[src/rtl/data_mem_responder.sv]
// data_mem_responder: MEM-stage load/store responder backed by an internal
// word array, with WAIT_CYCLES wait states per access. `ready` is held low
// while an access is outstanding so that the pipeline stalls.
// Optional feature macro: DMEM_RESP_ERR_EN adds the `err` output, which flags
// an out-of-range address or a request with both enables set.
module data_mem_responder #(
    parameter int BASE_ADDR   = 1024,
    parameter int DEPTH       = 64,
    parameter int WAIT_CYCLES = 4
) (
    input  logic        clk,
    input  logic        rst,
    input  logic        rd_en,
    input  logic        wr_en,
    input  logic [31:0] address,
    input  logic [31:0] wdata,
    output logic [31:0] rdata,
    output logic        ready
`ifdef DMEM_RESP_ERR_EN
    ,
    output logic        err
`endif
);

    localparam int          IDX_W     = $clog2(DEPTH);
    localparam logic [31:0] BASE_L    = 32'(BASE_ADDR);
    localparam logic [31:0] SPAN_L    = 32'(4 * DEPTH);
    localparam logic        ZERO_WAIT = (WAIT_CYCLES == 0);
    localparam logic [3:0]  CNT_LOAD  = ZERO_WAIT ? 4'd0 : 4'(WAIT_CYCLES - 1);

    typedef enum logic [1:0] {
        IDLE = 2'd0,
        BUSY = 2'd1,
        DONE = 2'd2
    } state_t;

    state_t             state_r;
    state_t             state_next_s;
    logic [3:0]         cnt_r;
    logic [31:0]        addr_r;
    logic [31:0]        wdata_r;
    logic               op_wr_r;
    logic               op_rd_r;
    logic [31:0]        rdata_r;
    logic [31:0]        mem_r [DEPTH];

    logic               req_s;
    logic               accept_s;
    logic               access_s;
    logic               ready_s;
    logic [31:0]        acc_addr_s;
    logic [31:0]        acc_wdata_s;
    logic               acc_wr_s;
    logic               acc_rd_s;
    logic [31:0]        off_s;
    logic               in_range_s;
    logic [IDX_W-1:0]   idx_s;
    logic               mem_we_s;

    assign req_s = rd_en | wr_en;

    // With zero wait states the access happens on the accepting edge, so the
    // operands come straight from the inputs while IDLE and from the latches
    // otherwise.
    assign acc_addr_s  = (state_r == IDLE) ? address : addr_r;
    assign acc_wdata_s = (state_r == IDLE) ? wdata   : wdata_r;
    assign acc_wr_s    = (state_r == IDLE) ? wr_en   : op_wr_r;
    assign acc_rd_s    = (state_r == IDLE) ? rd_en   : op_rd_r;

    // An address below BASE wraps off_s to a huge value, so the span test
    // alone would reject it; the explicit lower bound keeps the intent clear.
    assign off_s      = acc_addr_s - BASE_L;
    assign in_range_s = (acc_addr_s >= BASE_L) && (off_s < SPAN_L);
    assign idx_s      = off_s[IDX_W+1:2];

    // Writes are gated by reset so that an access abandoned by reset can
    // never reach the array.
    assign mem_we_s = access_s & acc_wr_s & in_range_s & rst;

    assign rdata = rdata_r;
    assign ready = ready_s;

    // Next-state, accept/access strobes and ready decode.
    always_comb begin
        state_next_s = state_r;
        accept_s     = 1'b0;
        access_s     = 1'b0;
        ready_s      = 1'b0;
        case (state_r)
            IDLE: begin
                ready_s = ~req_s;
                if (req_s) begin
                    accept_s = 1'b1;
                    if (ZERO_WAIT) begin
                        access_s     = 1'b1;
                        state_next_s = DONE;
                    end else begin
                        state_next_s = BUSY;
                    end
                end else begin
                    state_next_s = IDLE;
                end
            end
            BUSY: begin
                if (cnt_r == 4'd0) begin
                    access_s     = 1'b1;
                    state_next_s = DONE;
                end else begin
                    state_next_s = BUSY;
                end
            end
            DONE: begin
                ready_s      = 1'b1;
                state_next_s = IDLE;
            end
            default: begin
                state_next_s = IDLE;
            end
        endcase
    end

    // State, wait counter, request latches and read data register.
    always_ff @(posedge clk or negedge rst) begin
        if (!rst) begin
            state_r <= IDLE;
            cnt_r   <= 4'd0;
            addr_r  <= 32'd0;
            wdata_r <= 32'd0;
            op_wr_r <= 1'b0;
            op_rd_r <= 1'b0;
            rdata_r <= 32'd0;
        end else begin
            state_r <= state_next_s;
            if (accept_s) begin
                addr_r  <= address;
                wdata_r <= wdata;
                op_wr_r <= wr_en;
                op_rd_r <= rd_en;
                cnt_r   <= CNT_LOAD;
            end else if ((state_r == BUSY) && (cnt_r != 4'd0)) begin
                cnt_r <= cnt_r - 4'd1;
            end
            // Both enables set means a write; rdata then keeps its value.
            if (access_s && acc_rd_s && !acc_wr_s) begin
                rdata_r <= in_range_s ? mem_r[idx_s] : 32'd0;
            end
        end
    end

    // Storage array; contents deliberately survive reset.
    always_ff @(posedge clk) begin
        if (mem_we_s) begin
            mem_r[idx_s] <= acc_wdata_s;
        end
    end

`ifdef DMEM_RESP_ERR_EN
    logic err_r;

    // Error flag is captured on the completing edge, so it is high only
    // during DONE.
    always_ff @(posedge clk or negedge rst) begin
        if (!rst) begin
            err_r <= 1'b0;
        end else begin
            err_r <= access_s & (~in_range_s | (acc_rd_s & acc_wr_s));
        end
    end

    assign err = err_r;
`endif

endmodule

[config.mk]
export PLATFORM = sky130hd
export DESIGN_NAME = data_mem_responder
export DESIGN_NICKNAME = d
export VERILOG_FILES = /design/src/rtl/data_mem_responder.sv
export SDC_FILE = /design/constraint.sdc
export NUM_CORES = 2
export LEC_CHECK = 0
export BUFFER_PORTS_ARGS = -buffer_cell sky130_fd_sc_hd__buf_2
export CORE_MARGIN = 2
export CORE_UTILIZATION = 40
export DETAILED_ROUTE_END_ITERATION = 10
export MAX_ROUTING_LAYER = met4
export SLEW_MARGIN = 20
export SYNTH_ARGS = -nofsm -noshare
export SYNTH_HDL_FRONTEND = slang
export SYNTH_SLANG_ARGS = --single-unit
[constraint.sdc]
create_clock -name clk -period 4.5 [get_ports clk]
set_input_delay 0.9 -clock clk [delete_from_list [all_inputs] [get_ports clk]]
set_output_delay 0.9 -clock clk [all_outputs]
set_load 0.01 [all_outputs]
# After elaboration in Yosys (flattened, before gate mapping)
# Memories as Yosys holds them, arrays and structs flattened.
# Cells that the tools add are included.
# totals
regBits	104
mem_bits_rw	2048
word_cells	45
memories	1
# mem_list
name	words	word_bits	rd	rd_clocked_by_memory_dff	wr	line_no	text
mem_r	64	32	1	0	1	45	logic [31:0] mem_r [DEPTH];
# classes
add_sub_neg	2
n_lt_le_gt_ge	2
eq_ne	2
n_mux	17
bitwise_logic	5
n_reduce_logical	9
# op_table
op	count
$mux W32	3
$ge A32 B11 Y1 const B	1
$lt A32 B9 Y1 const B	1
$sub A32 B11 Y32 const B	1
$mux W1	9
$mux W4	2
$logic_and A1 B1 Y1	4
$logic_not A4 Y1	1
$pmux W2 S2	1
$reduce_bool A4 Y1	1
$sub A4 B1 Y4 const B	1
$and A1 B1 Y1	3
$eq A2 B1 Y1 const B	1
$eq A2 B2 Y1 const B	1
$logic_not A2 Y1	1
$mux W2	1
$pmux W1 S2	1
$reduce_bool A2 Y1	1
$logic_not A1 Y1	1
$not A1 Y1	1
$or A1 B1 Y1	1

# Logic depth before layout (Yosys ltp)
# logic_depth
ltp_word	9
mapped_depth	15

# Worst setup path after synthesis
# No wires, ideal clock.
# synth_timing
path_type	in2reg
from	in address[20]
to	mem mem_r[49][0] (enable)
setup_ns	0.421
arrival_ns	4.611
path_slack_ns	-0.532
cell_stages	10
path_buffers	2
cell_sequence	or4_4 nor4_4 o221ai_2 or3_1 or2_0 a311o_1 buf_6 or2_1 buf_2 nor2_1
# synth_between
elab_chain_cells	8
# synth_rtl
element	line_no	text
start, declared	15	input logic [31:0] address,
$mux W32 *	65	assign acc_addr_s = (state_r == IDLE) ? address : addr_r;
$sub A32 B11 Y32	72	assign off_s = acc_addr_s - BASE_L;
$lt A32 B9 Y1	73	assign in_range_s = (acc_addr_s >= BASE_L) && (off_s < SPAN_L);
$logic_and A1 B1 Y1 *	73	
$and A1 B1 Y1 * (2 in series)	78	assign mem_we_s = access_s & acc_wr_s & in_range_s & rst;
$mux W1 *	152	if (mem_we_s) begin
$mux W1 (not written as such) *	153	mem_r[idx_s] <= acc_wdata_s;
end, declared	45	
# Mark *: on every way between the ends. The rest lies on a longest branch, timed or not.

# Final worst setup path
# layout_timing
from	reg state_r[1]
to	reg rdata_r[7], in the netlist rdata[7]
# layout_between
elab_chain_cells	6
# layout_rtl
element	line_no	text
start, declared	37	state_t state_r;
start signal, assigned	133	state_r <= state_next_s;
$logic_not A2 Y1	65, 67, 68	
$mux W32	65	
$sub A32 B11 Y32	72	
$lt A32 B9 Y1	73	
$logic_and A1 B1 Y1	73	
$mux W32	145	rdata_r <= in_range_s ? mem_r[idx_s] : 32'd0;
end signal, assigned	145	
end, declared	44	logic [31:0] rdata_r;
# Several ways; a longest one is shown, not always the timed one.
# A chain may end at the register's enable or synchronous reset.

==> results.toml <==
[worst_setup_path]
r2r_cells = 12
cp.arrival_ns = 5.15
crit-reg2reg-launch = "state_r[1]"
crit_type = "register to register"
worst-path-max-fanout = 26
crit_path_end_kind = "register"
start_kind = "register"
required_ns = 5.30
rrSetupSlack_ns = 0.14
r2r-end = "rdata[7]"

[placed_design]
placed_area_um2 = 91900
place_hpwl_um = 173000
dp_cells = 8390
io_buffers = 98
place_congestion = 0.923

[sta]
finalClockSkew_ns = 0.0465
period_needed_ns = 4.36
final_hold_viol_count = 0
timing.hold.ws_ns = 0.247
max-slew-margin-rel = 0.233
slew_viol_final = 0
fmaxAchievable_mhz = 230
worstMarginPinSlew_ns = 1.15
setup_viol = 0
timing.final.crit_share = 0.968
rsz0062_at_grt = "no"

[detailed_routing]
drtAntennaViolNets = 0
wl_per_cell_um = 31.6
drc = 0
drt_iter0_drc = 7971
finalWirelength_um = 277000
vias_per_cell = 6.10
first_pass_iters = 7
route.vias.total = 53603

[layout]
final_util = 0.482
finalNonFillerCells = 8787
fin_area_um2 = 98800
drive_gt1_frac = 0.180
fill_cells = 17129
area_growth_pct = 19.9
num-nets-final = 5992

[clock_network]
clock_latency_ns = 0.87
clock_path_buffers = 3
clk_pin_slew_worst_paths_ns = 0.06
htreeDepth = 4
cts_tree = "yes"
cts_buffers = 211
cts.sinks = 2150
clock_tree.root_cell = "clkbuf_16"

[min_path]
min_path_cells = 3
worstHoldStart = "address[26]"
min_to = "addr_r[26]"
hold_class = "primary input to register"

[power_and_ir_drop]
power_density_nw_per_um2 = 712
leakagePower_nw = 33.4
ir_drop_mv = 0.654

[yosys]
synth_area_per_cell_um2 = 15.2
synth_edf_count = 2048
synth_cell_types = 69
synth_cells = 5414
synth_nets = 5484
synthFlopType = "edfxtp_1"
synth-seq-cells = 2150
ys_async_sr_fraction = 0.0474
syn-cell-area_um2 = 82400
yosysSeqAreaShare = 0.777
yosysWarnings = 0

[floorplanning]
die_area_um2 = 210000
chipHeight_um = 458
die_w_um = 458
coreArea_um2 = 205000
ios = 101
initial_core_util = 0.402
rows = 166

[global_routing]
gr-usage-all-layers = 0.267
grt_max_degree = 65
grt_pass1_vias = 50844
antenna_found_initial = 10
grt_pass1_wl_um = 387000
grt_overflow = 0

[run]
maxCapViolCount = 0

[run_status]
status = "completed"
-- sequential cells by signal, indices dropped and copies added, names as in the netlist --
| register | flops |
|---|---|
| op_wr_r | 1 |
| rdata | 32 |
| op_rd_r | 1 |
| mem_r | 2048 |
| cnt_r | 4 |
| wdata_r | 32 |
| state_r | 2 |
| addr_r | 30 |
-- routing by layer --
metal	vias up	track usage	share of wire
met4	0	0.0947	0.041
li1	22024	-	-
met5	-	-	0
met2	3510	0.404	0.46
met1	27476	0.363	0.39
met3	593	0.0477	0.11
-- critical path, cell delays in order, from the launching register on --
cell and delay (ns):
dfrtp_1 0.60, nor2_4 0.24, buf_4 0.26, a21oi_4 0.43, buf_12 0.31, buf_4 0.34, nand2_1 0.09, a32oi_1 0.23
a21oi_1 0.31, or4_1 0.70, nor4_1 0.42, buf_4 0.19, a22o_1 0.11
-- placed cells by master, fill, tap and decap left out, types with 10 or more instances in the layout --
| cell type | instances |
|---|---|
| edfxtp_1 | 2048 |
| nand2_1 | 961 |
| buf_4 | 349 |
| mux2i_1 | 310 |
| o22ai_1 | 284 |
| a21oi_1 | 284 |
| clkbuf_16 | 213 |
| nor2_1 | 195 |
| buf_12 | 190 |
| a32oi_1 | 186 |
| dfrtp_1 | 102 |
| buf_2 | 97 |
| nor3_1 | 96 |
| nor2_4 | 67 |
| a32o_1 | 67 |
| nand3_1 | 64 |
| a31oi_1 | 60 |
| nor4_1 | 59 |
| clkbuf_1 | 50 |
| clkinv_1 | 37 |
| clkinv_2 | 36 |
| or4_1 | 34 |
| nand2_2 | 31 |
| a22o_1 | 24 |
| bufinv_16 | 20 |
| a221oi_1 | 19 |
| o211ai_1 | 13 |
| clkbuf_8 | 12 |
| nor4_2 | 11 |
| a22oi_1 | 10 |
-- final cells by class --
cell class	instances	area (um2)	area share
clock buffers	275	5680	0.0575
inverters	7	26.3	0.000266
diodes	5	12.5	0.000127
flip-flops and latches	2150	64100	0.648
multi-input cells	2914	17600	0.178
well taps	2688	3360	0.0340
repair buffers	638	6930	0.0702
clock inverters	110	1110	0.0113
-- through the flow --
step,power [mW],TNS [ns],setup WS [ns]
2_1_floorplan,38.9,-1023.39,-0.527
3_3_place_gp,52.0,-0.0192,-0.00181
3_5_place_dp,52.4,-0.00656,-0.00113
4_1_cts,69.7,0,0.0531
5_1_grt,72.1,0,0.00619
6_report,70.4,0,0.144
-- timing repair --
action                                 4_1_cts  5_1_grt
endpoints found under the hold margin       38        0
buffers inserted                             0        5
hold buffers                                 1        0
setup endpoints to repair                    0        2
gates resized for setup                      0        2
-- synthesized netlist by cell type, types with 19 or more instances --
master,number,share of area
a21oi_1,284,0.017
a221oi_1,19,0.0020
a22o_1,24,0.0026
a31oi_1,60,0.0046
a32o_1,67,0.0081
a32oi_1,186,0.020
buf_1,43,0.0020
buf_2,104,0.0063
buf_4,24,0.0022
clkbuf_1,171,0.0078
dfrtp_1,102,0.031
edfxtp_1,2048,0.75
mux2i_1,310,0.038
nand2_1,998,0.045
nand3_1,68,0.0041
nor2_1,261,0.012
nor3_1,96,0.0058
nor4_1,68,0.0052
o22ai_1,284,0.022
or4_1,34,0.0031
-- how the worst max path moves through the flow --
stage	startpoint	end	slack (ns)	cells past startpoint
floorplan	address[20]	mem_r[48][0]	-0.53	10
global placement	address[15]	mem_r[44][5]	-0.002	11
detailed placement	address[15]	mem_r[44][5]	-0.001	11
CTS	state_r[0]	rdata[7]	0.05	11
global route	state_r[1]	rdata[7]	0.006	12
finish	state_r[1]	rdata[7]	0.14	12
-- logic make-up after synthesis --
group / share of synthesized area
DFF: 0.777
xor gates and xnor gates: 0.000638
and+or+nand+nor: 0.0808
muxes: 0.0386
adders and majority gates: 0.000304
buffers and inverters: 0.0188
AOI/OAI and AO/OA: 0.0836
-- power by group --
part | switching (mW) | internal, mW
Clock | 7.60 | 10.0
Combinational | 18.7 | 7.71
Sequential | 0.259 | 26.0
(Power assumes the default switching activity.)
